--- src/rtl/dcache_miss_handler_pkg.sv ---
// Shared types and address-field widths for the data-cache load-miss handler.
package dcache_miss_handler_pkg;

    localparam int unsigned ADDR_W      = 32;
    localparam int unsigned DATA_W      = 32;
    localparam int unsigned BLOCK_WORDS = 4;
    localparam int unsigned SETS        = 64;

    localparam int unsigned BYTE_W   = 2;
    localparam int unsigned OFFSET_W = $clog2(BLOCK_WORDS);
    localparam int unsigned INDEX_W  = $clog2(SETS);
    localparam int unsigned LINE_LSB = OFFSET_W + BYTE_W;
    localparam int unsigned TAG_W    = ADDR_W - INDEX_W - OFFSET_W - BYTE_W;

    typedef enum logic [2:0] {
        IDLE,
        MISS,
        REQ,
        FILL,
        DONE
    } dmiss_state_t;

    typedef struct packed {
        logic                we;
        logic [INDEX_W-1:0]  index;
        logic [OFFSET_W-1:0] word;
        logic [DATA_W-1:0]   data;
    } dcache_fill_t;

endpackage

--- src/rtl/dcache_line_addr.sv ---
// Splits a byte address into tag / set index / in-line byte offset and the line-aligned address.
module dcache_line_addr
    import dcache_miss_handler_pkg::*;
(
    input  logic [ADDR_W-1:0]   i_addr,
    output logic [TAG_W-1:0]    o_tag,
    output logic [INDEX_W-1:0]  o_index,
    output logic [LINE_LSB-1:0] o_offset,
    output logic [ADDR_W-1:0]   o_line_addr
);

    assign o_tag       = i_addr[ADDR_W-1 -: TAG_W];
    assign o_index     = i_addr[LINE_LSB +: INDEX_W];
    assign o_offset    = i_addr[LINE_LSB-1:0];
    assign o_line_addr = {i_addr[ADDR_W-1:LINE_LSB], LINE_LSB'(0)};

endmodule

--- src/rtl/dcache_miss_handler.sv ---
// Load-miss controller: accepts a miss, issues a line burst read and writes the beats into the cache arrays.
module dcache_miss_handler
    import dcache_miss_handler_pkg::*;
(
    input  logic                clk,
    input  logic                reset,
    input  logic                req_valid,
    input  logic [ADDR_W-1:0]   req_addr,
    input  logic                lookup_hit,
    input  logic                flush,
    output logic                mem_req,
    output logic [ADDR_W-1:0]   mem_addr,
    input  logic                mem_ready,
    input  logic                mem_rvalid,
    input  logic [DATA_W-1:0]   mem_rdata,
    output logic                fill_we,
    output logic [INDEX_W-1:0]  fill_index,
    output logic [OFFSET_W-1:0] fill_word,
    output logic [DATA_W-1:0]   fill_data,
    output logic                tag_we,
    output logic [TAG_W-1:0]    fill_tag,
    output logic                data_missed1,
    output logic                data_busy,
    output logic                data_finished1
);

    localparam logic [OFFSET_W-1:0] BEAT_LAST = OFFSET_W'(BLOCK_WORDS - 1);

    dmiss_state_t        r_state;
    dmiss_state_t        w_next;
    logic [ADDR_W-1:0]   r_addr;
    logic [OFFSET_W-1:0] r_beat;
    logic                r_drop;
    logic                r_mem_req;
    logic [ADDR_W-1:0]   r_mem_addr;
    dcache_fill_t        r_fill;
    logic                r_tag_we;
    logic [TAG_W-1:0]    r_fill_tag;
    logic                r_data_missed1;
    logic                r_data_busy;
    logic                r_data_finished1;

    logic [TAG_W-1:0]    w_tag;
    logic [INDEX_W-1:0]  w_index;
    logic [LINE_LSB-1:0] w_unused_offset;
    logic [ADDR_W-1:0]   w_line_addr;
    logic                w_beat_fire;
    logic                w_last_beat;
    logic                w_drop;

    dcache_line_addr u_line_addr (
        .i_addr      (r_addr),
        .o_tag       (w_tag),
        .o_index     (w_index),
        .o_offset    (w_unused_offset),
        .o_line_addr (w_line_addr)
    );

    assign w_beat_fire = (r_state == FILL) && mem_rvalid;
    assign w_last_beat = (r_beat == BEAT_LAST);
    // A flush arriving on a beat cycle already suppresses that beat.
    assign w_drop      = r_drop || flush;

    always_ff @(posedge clk) begin
        if (!reset) begin
            r_state <= IDLE;
        end else begin
            r_state <= w_next;
        end
    end

    always_comb begin
        w_next = r_state;
        unique case (r_state)
            IDLE: if (req_valid && !lookup_hit && !flush) w_next = MISS;
            MISS: w_next = flush ? IDLE : REQ;
            // Once memory has taken the request the burst must be drained, even under flush.
            REQ: begin
                if (r_mem_req && mem_ready) w_next = FILL;
                else if (flush)             w_next = IDLE;
            end
            FILL: if (w_beat_fire && w_last_beat) w_next = w_drop ? IDLE : DONE;
            DONE: w_next = IDLE;
            default: w_next = IDLE;
        endcase
    end

    // Registered outputs track the state being entered so they line up with it.
    always_ff @(posedge clk) begin
        if (!reset) begin
            r_addr           <= '0;
            r_beat           <= '0;
            r_drop           <= 1'b0;
            r_mem_req        <= 1'b0;
            r_mem_addr       <= '0;
            r_fill           <= '0;
            r_tag_we         <= 1'b0;
            r_fill_tag       <= '0;
            r_data_missed1   <= 1'b0;
            r_data_busy      <= 1'b0;
            r_data_finished1 <= 1'b0;
        end else begin
            r_data_missed1   <= (w_next == MISS);
            r_mem_req        <= (w_next == REQ);
            r_data_busy      <= (w_next == REQ) || (w_next == FILL);
            r_data_finished1 <= (w_next == DONE);
            r_fill.we        <= w_beat_fire && !w_drop;
            r_tag_we         <= w_beat_fire && !w_drop && w_last_beat;

            if (r_state == IDLE && w_next == MISS) r_addr <= req_addr;
            if (r_state == MISS && w_next == REQ)  r_mem_addr <= w_line_addr;

            if (r_state == REQ && w_next == FILL) begin
                r_beat <= '0;
                r_drop <= flush;
            end else if (r_state != FILL) begin
                r_drop <= 1'b0;
            end else if (flush) begin
                r_drop <= 1'b1;
            end

            if (w_beat_fire) begin
                r_fill.index <= w_index;
                r_fill.word  <= r_beat;
                r_fill.data  <= mem_rdata;
                r_beat       <= r_beat + OFFSET_W'(1);
            end
            if (w_beat_fire && w_last_beat && !w_drop) r_fill_tag <= w_tag;
        end
    end

    assign mem_req        = r_mem_req;
    assign mem_addr       = r_mem_addr;
    assign fill_we        = r_fill.we;
    assign fill_index     = r_fill.index;
    assign fill_word      = r_fill.word;
    assign fill_data      = r_fill.data;
    assign tag_we         = r_tag_we;
    assign fill_tag       = r_fill_tag;
    assign data_missed1   = r_data_missed1;
    assign data_busy      = r_data_busy;
    assign data_finished1 = r_data_finished1;

endmodule

--- config.mk ---
export PLATFORM = sky130hd
export DESIGN_NAME = dcache_miss_handler
export DESIGN_NICKNAME = d
export VERILOG_FILES = /design/src/rtl/dcache_miss_handler_pkg.sv /design/src/rtl/dcache_line_addr.sv /design/src/rtl/dcache_miss_handler.sv
export SDC_FILE = /design/constraint.sdc
export NUM_CORES = 1
export LEC_CHECK = 0
export ABC_AREA = 1
export ABC_CLOCK_PERIOD_IN_PS = 1750
export CORE_MARGIN = 8
export CORE_UTILIZATION = 35
export CTS_CLUSTER_SIZE = 10
export DETAILED_ROUTE_END_ITERATION = 16
export HOLD_SLACK_MARGIN = 0.1
export PLACE_DENSITY = 0.63
export SLEW_MARGIN = 20
export SYNTH_ARGS = -nofsm -noshare
export SYNTH_HDL_FRONTEND = slang
export SYNTH_SLANG_ARGS = --single-unit
--- constraint.sdc ---
create_clock -name clk -period 1.75 [get_ports clk]
set_input_delay 0.175 -clock clk [delete_from_list [all_inputs] [get_ports clk]]
set_output_delay 0.175 -clock clk [all_outputs]
set_load 0.005 [all_outputs]
==> run_results.csv <==
group,metric,value,unit
power,netSwitchingFraction,0.199,
timing,finalCriticalPeriod,1480,ps
worst_setup_path,critical_path.n_buffers_inverters,1,
clock_tree,cts.hold.buffers_added,0,
clock_tree,clock-sinks,130,
grt,track_usage,0.157,
route,drtIter0Drc,220,
timing,worstMarginPinSlew,528,ps
finish,layout-drive-gt1-share,0.0583,
synthesis,synth_top_area_frac,0.557,
grt,grt_max_degree,82,
worst_setup_path,crit_chain,"clkdlybuf4s50_1",
finish,finish.instance_area,0.00703,mm2
finish,area_growth,50.6,%
placed_design,place_hpwl,9510,um
power,power_density,983,mW/mm2
timing,clock.fmax,0.674,GHz
die,core,0.0131,mm2
min_path,hp-class,"input pin to flip-flop",
clock_tree,cts_htree_levels,4,
worst_setup_path,cp_slowest_stage_delay,540,ps
power,p_comb_frac,0.053,
synthesis,postSynthCellCount,623,
route,drcViolationCount,0,
synthesis,avgSynthCellArea,7.50,um2
worst_setup_path,cp_max_fo,2,
power,irDropWorstVdd,0.000549,V
placed_design,io_buffers,162,
clock_tree,cts_buffers,17,
synthesis,ys_seq_area_frac,0.557,
worst_setup_path,path_class,"flip-flop to output port",
timing,slew_headroom,0.647,
clock_tree,ctsResizeCount,0,
worst_setup_path,r2r_setup_slack,370,ps
die,die_h,132,um
placed_design,place_area,0.00644,mm2
synthesis,ys_warn_count,0,
timing,finalCritPeriodShare,0.847,
die,boundaryPins,171,
worst_setup_path,cp_top_family,"buffers and inverters",
worst_setup_path,r2r_cells,7,
synthesis,synth_top_area_cell,"dfxtp_1",
clock_tree,clockBufferDepth,2,
synthesis,synth_area,0.00467,mm2
synthesis,synth-seq-cells,130,
worst_setup_path,worstPathRequired,1570,ps
power,pwr-share-clk,0.506,
route,drt-wirelength-per-cell,14.0,um
synthesis,synthTopCellsByArea,"dfxtp_1, nor2_1, nand2_1",
power,seqPwrFrac,0.441,
clock_tree,path_clk_slew,50,ps
finish,final_nets,849,
timing,setup-violations-final,0,
clock_tree,clock_latency,410,ps
clock_tree,cts_setup_buffers,0,
worst_setup_path,cp.arrival,1310,ps
grt,grt_first_pass_wirelength,21800,um
route,vias,4294,
clock_tree,cts.root.buffer_cell,"clkbuf_16",
finish,insertedDiodeCount,0,
die,fp.dieW,132,um
placed_design,gp_congestion,0.758,
worst_setup_path,crit_path_start_kind,"flip-flop",
die,start_util,0.355,
outcome,status,"completed",
grt,antenna_found_initial,0,
flow_run,maxCapViolations,0,
timing,setup_tns,0,ps
route,postRouteAntennaNets,0,
synthesis,synth.distinct_cells,22,
timing,rsz0062_at_grt,"false",
worst_setup_path,cp-end-kind,"output port",
route,routed_wl,13500,um
timing,finalWorstSetupSlack,267,ps
min_path,min_to,"r_addr[4]",
placed_design,pre_cts_ws,103,ps
worst_setup_path,r2r_end,"r_beat[0]",
power,p_sw,1.38,mW
route,vias_per_cell,4.45,
route,dr.pass1.iters,4,
timing,drv_slew,0,
worst_setup_path,cp_slowest_cell,"clkdlybuf4s50_1",
grt,overflow,0,
worst_setup_path,rr_startpoint,"r_state[0]",
timing,final-hold-violation-count,0,
min_path,hp-start,"reset",
clock_tree,cts_tree,"built",
finish,utilization,0.535,
min_path,hold_path_depth,4,
timing,clock-skew-final,5.40,ps
die,rows,42,
die,die_area,0.0173,mm2
grt,first_global_vias,4195,
power,p_leak,2.81,nW
power,p_int,5.54,mW
timing,holdWs,263,ps
-- layer usage --
metal | GRT usage | share of wire | vias to the layer above
li1 | - | - | 2227
met1 | 0.165 | 0.41 | 1938
met2 | 0.275 | 0.50 | 100
met3 | 0.0518 | 0.058 | 29
met4 | 0.0823 | 0.028 | 0
met5 | 0 | 0 | -
-- registers in the layout, summed over array words and instances (netlist names) --
name,cells
fill_index,6
r_drop,1
mem_addr,28
data_missed1,1
mem_req,1
data_busy,1
fill_we,1
tag_we,1
r_state,3
data_finished1,1
fill_word,2
r_addr,28
fill_tag,22
fill_data,32
r_beat,2
-- synth_stat cells, drive strengths merged --
cell	count
a21oi	43
buf	23
clkbuf	18
conb	1
dfxtp	130
ha	1
inv	35
nand2	142
nand3	4
nand4	2
nor2	166
nor3	1
o21ai	57
-- placed cells by master, fill, tap and decap left out, types with 2 or more instances in the layout --
cell type          n
buf_12             4
clkbuf_8           6
bufinv_16          2
buf_4              7
conb_1             4
clkdlybuf4s50_1  161
clkbuf_1           4
nor2_1           165
nand2_1          141
o21ai_0           56
inv_2              4
a21oi_1           43
nand3_1            4
clkbuf_16         17
inv_1             31
dfxtp_1          130
clkinv_2           2
-- cells by family after synthesis --
| family | after synthesis | share of synthesized area |
|---|---|---|
| simple gates | 315 | 0.259 |
| flops | 130 | 0.557 |
| compound gates | 100 | 0.107 |
| buf+inv | 76 | 0.0729 |
| fa+ha+maj | 1 | 0.00268 |
| other cells | 1 | 0.000803 |
-- final cells by class --
type	count	area (um2)
Multi-Input combinational cell	420	1740
Sequential cell	130	2600
Tap cell	176	220
Clock inverter	4	70.1
Inverter	35	131
Fill cell	1266	6100
Timing Repair Buffer	173	1750
Clock buffer	27	523
-- worst register-to-register path, cell delays in order (launching register included) --
cell and delay (ps):
dfxtp_1 360, nand2_1 100, nor2_4 160, nand2_2 100, inv_2 140, buf_12 210, nand2_1 70, a21oi_1 160
-- how the worst max path moves through the flow --
| stage | slack (ps) | from | endpoint | depth (start not counted) |
|---|---|---|---|---|
| 2_1_floorplan | 540 | r_state[0] | fill_tag[10] | 7 |
| 3_3_place_gp | 160 | flush | r_state[0] | 9 |
| 3_5_place_dp | 100 | flush | mem_addr[11] | 6 |
| 4_1_cts | 240 | mem_addr[31] | mem_addr[31] | 1 |
| 5_1_grt | 220 | mem_addr[31] | mem_addr[31] | 1 |
| 6_report | 270 | mem_addr[31] | mem_addr[31] | 1 |
-- through the flow --
step / instances / total power [mW]
final: 965 / 6.91
after global routing: 965 / 7.17
after CTS: 965 / 6.99
after detailed placement: 934 / 3.48
after global placement: 934 / 3.47
after floorplan: 626 / 3.25
-- power by group through the flow --
stage,logic [mW],clock network [mW],registers (mW)
2_1_floorplan,0.149,0,3.10
3_3_place_gp,0.362,0,3.11
3_5_place_dp,0.368,0,3.11
4_1_cts,0.370,3.58,3.05
5_1_grt,0.405,3.71,3.05
6_report,0.367,3.50,3.05
Note: power is estimated with default switching activity, not from simulation.
